<file path="config.mk">
export PLATFORM = sky130hd
export DESIGN_NAME = serial_frame_rx_ctrl
export DESIGN_NICKNAME = d
export VERILOG_FILES = /design/src/rtl/serial_frame_rx_ctrl.sv
export SDC_FILE = /design/constraint.sdc
export NUM_CORES = 1
export LEC_CHECK = 0
export ABC_CLOCK_PERIOD_IN_PS = 3700
export CAP_MARGIN = 20
export CORE_MARGIN = 10
export CORE_UTILIZATION = 46
export DETAILED_ROUTE_END_ITERATION = 6
export PLACE_DENSITY = 0.88
export SYNTH_ARGS = -nofsm -noshare
export SYNTH_HDL_FRONTEND = slang
export SYNTH_SLANG_ARGS = --single-unit
export TNS_END_PERCENT = 50
</file>
<file path="constraint.sdc">
create_clock -name clk -period 3.7 [get_ports clk]
set_input_delay 0.37 -clock clk [delete_from_list [all_inputs] [get_ports clk]]
set_output_delay 0.37 -clock clk [all_outputs]
set_load 0.02 [all_outputs]
</file>
<file path="src/rtl/serial_frame_rx_ctrl.sv">
// Serial frame receive controller: start detect, shift sequencing,
// stop-bit check, word latch with valid/ack and good-frame count.
module serial_frame_rx_ctrl #(
  parameter int DATA_BITS = 8,
  parameter int CNT_W     = 8
) (
  input  logic                 clk,
  input  logic                 rst,
  input  logic                 sIn,
  input  logic [DATA_BITS-1:0] par_in,
  output logic                 shift_en,
  output logic                 sr_clr,
  output logic [DATA_BITS-1:0] data_out,
  output logic                 data_valid,
  input  logic                 data_ack,
  output logic                 frame_err,
  output logic [CNT_W-1:0]     frame_cnt
);

  localparam logic [1:0] IDLE  = 2'd0;
  localparam logic [1:0] SHIFT = 2'd1;
  localparam logic [1:0] STOP  = 2'd2;
  localparam logic [1:0] HOLD  = 2'd3;

  localparam int BW =
    (DATA_BITS > 2) ? $clog2(DATA_BITS) : 1;
  localparam logic [BW-1:0] LAST = BW'(DATA_BITS - 1);

  logic [1:0]    state;
  logic [BW-1:0] bit_cnt;

  // Shift-register controls follow the state directly.
  always_comb begin
    shift_en = (state == SHIFT);
    sr_clr   = (state == IDLE);
  end

  // Frame sequencing, word latch, error pulse and frame count.
  always_ff @(posedge clk) begin
    if (rst) begin
      state      <= IDLE;
      bit_cnt    <= '0;
      data_out   <= '0;
      data_valid <= 1'b0;
      frame_err  <= 1'b0;
      frame_cnt  <= '0;
    end else begin
      frame_err <= 1'b0;
      case (state)
        IDLE: begin
          bit_cnt <= '0;
          if (sIn) state <= SHIFT;
        end
        SHIFT: begin
          if (bit_cnt == LAST) begin
            bit_cnt <= '0;
            state   <= STOP;
          end else begin
            bit_cnt <= bit_cnt + 1'b1;
          end
        end
        STOP: begin
          if (!sIn) begin
            data_out   <= par_in;
            data_valid <= 1'b1;
            frame_cnt  <= frame_cnt + 1'b1;
            state      <= HOLD;
          end else begin
            frame_err <= 1'b1;
            state     <= IDLE;
          end
        end
        HOLD: begin
          if (data_ack) begin
            data_valid <= 1'b0;
            state      <= IDLE;
          end
        end
        default: state <= IDLE;
      endcase
    end
  end

endmodule

</file>
==> metrics.yaml <==
clk_pin_slew_worst_paths_ns: 0.12
cts_root_buf: "clkbuf_4"
critPathRequiredTime_ns: 3.33
io-pin-count: 32
synthesis.instances: 111
cts_made_buffers: 3
place_area_sq_um: 1260
worstSetupPathType: "reg -> out"
drc_errors: 0
synth_top_area_cell: "dfxtp_1"
ys_seq_area_share_pct: 48.9
antenna_found_initial: 0
tightest_slew_ns: 0.799
post_cts_resized: 0
nFillCells: 174
crit_arrival_ns: 1.70
peakVddDrop_v: 0.000190
hold_ws_ns: 0.467
ys_types: 23
final_cell_mix: "31 x clkdlybuf4s50_1, 26 x nand2_1, 23 x dfxtp_1"
final_area_sq_um: 1290
syn_area_sq_um: 941
utilization_pct: 65.8
grt_overflow: 0
rsz0062_at_grt: "no"
port_buffers: 31
end_kind: "output port"
p_total_mw: 0.395
layout_commonest_cell: "clkdlybuf4s50_1"
netlist_top_cells_area: "dfxtp_1 49%, a21oi_1 11%, nand2_1 10%"
startpoint_type: "flip-flop"
met1_usage_pct: 10.4
fin_worst_skew_ns: 0.00117
synth_top_area_share_pct: 48.9
fmax_ghz: 0.484
relSlewSlack_pct: 46.5
die_area_sq_um: 4250
hold_path.class: "reg -> reg"
final.setup.tns_ns: 0
die_y_um: 65.2
met2_usage_pct: 19.8
ys_warn_count: 0
final_max_slew_viol_count: 0
busiest_layer: "met2"
wirelength_um: 2270
antenna-diode-count: 0
drt-wirelength-per-cell_um: 13.6
min_period_ns: 2.07
gp_congestion: 0.757
vias: 851
grt_pass1_wl_um: 3720
path_max_fanout: 11
detail-route-antenna-nets: 0
final_nets: 156
setup_viol: 0
clockBufferDepth: 2
synth_seq_cells: 23
use_met3_pct: 3.22
cts_sinks: 23
layout-drive-gt1-share_pct: 4.29
finalHoldViolCount: 0
die_w_um: 65.2
vias_per_cell: 5.10
cts_tree: "built"
synthToLayoutAreaGrowth_pct: 37.1
insertion_delay_ns: 0.30
multi_input_area_sq_um: 458
cap_violations: 0
p_leak_nw: 0.431
grt_max_degree: 24
cts_setup_buffers: 0
outcome: "completed"
grt_pass1_vias: 855
ctsHoldBuffers: 0
syn_avg_cell_area_sq_um: 8.48
initial_utilization_pct: 48.0
pwr_density_cell_nw_per_um2: 306
core.rowCount: 16
first_iter_violations: 22
core_area_sq_um: 1960
dr.pass1.iters: 4
cts_max_level: 1
post-route-period-util_pct: 55.9
grt.total_usage_pct: 10.6
syn_nets: 126
dpl.hpwl_um: 1710
regArea_sq_um: 460
[power by group]
part           internal, mW  switching [mW]
logic                0.0181          0.0123
registers             0.249         0.00289
clock network        0.0403          0.0723
[registers in the layout, summed over array words and instances, names as in the netlist]
signal and cells:
frame_err 1, data_valid 1, state 2, bit_cnt 3
frame_cnt 8, data_out 8
[critical path, cell delays in order (launching register included)]
cell and delay [ns]:
dfxtp_1 0.51, nor2b_1 0.25, clkdlybuf4s50_1 0.64
[cells in the mapped netlist]
cell type	instances
nand4_1	2
nor3b_2	1
nor4bb_1	2
nand2_1	26
or2_2	1
clkbuf_1	6
a21o_1	1
nand2b_1	2
or3b_1	1
nor2_1	4
dfxtp_1	23
o31ai_1	2
a22oi_1	1
ha_1	3
o21ai_0	3
or4_1	2
nand3_1	2
a21oi_1	20
o21bai_1	1
or3_1	4
xnor2_1	1
nor2b_1	2
nand4bb_1	1
[area by class of cell]
cell class | instances | area share, %
well taps | 27 | 2.62
multi-input cells | 82 | 35.5
repair buffers | 31 | 24.1
clock buffers | 3 | 1.75
flip-flops and latches | 23 | 35.7
clock inverters | 1 | 0.388
[stage by stage]
step	setup WS, ns	instances
after global placement	1.50	163
after floorplan	2.18	111
after CTS	1.62	167
after detailed placement	1.46	163
after global routing	1.50	167
final	1.63	167
[worst paths after layout]
path	from	to	slack, ns	depth (start not counted)
worst max-delay path	state[0]	shift_en	1.63	2
worst min-delay path	data_out[4]	data_out[4]	0.47	2
worst max register to register	state[1]	frame_cnt[7]	1.73	3
worst min register to register	data_out[4]	data_out[4]	0.47	2
[per-layer routing]
metal | share of wire, % | vias up
met2 | 53 | 19
met1 | 40 | 387
met5 | 0 | -
met4 | 1.3 | 0
li1 | - | 443
met3 | 5.9 | 2
[kinds of logic (layout without fill, tap and decap cells)]
group,count (synthesis),after routing,share of synthesized area [%]
AND/OR/NAND/NOR,50,50,27.5
AO/OA/AOI/OAI,28,28,16.2
flip-flops,23,23,48.9
buffers and inverters,6,35,2.39
adder cells (fa/ha/maj),3,3,3.99
XOR/XNOR,1,1,0.931
Power figures use the tool's default switching activity.
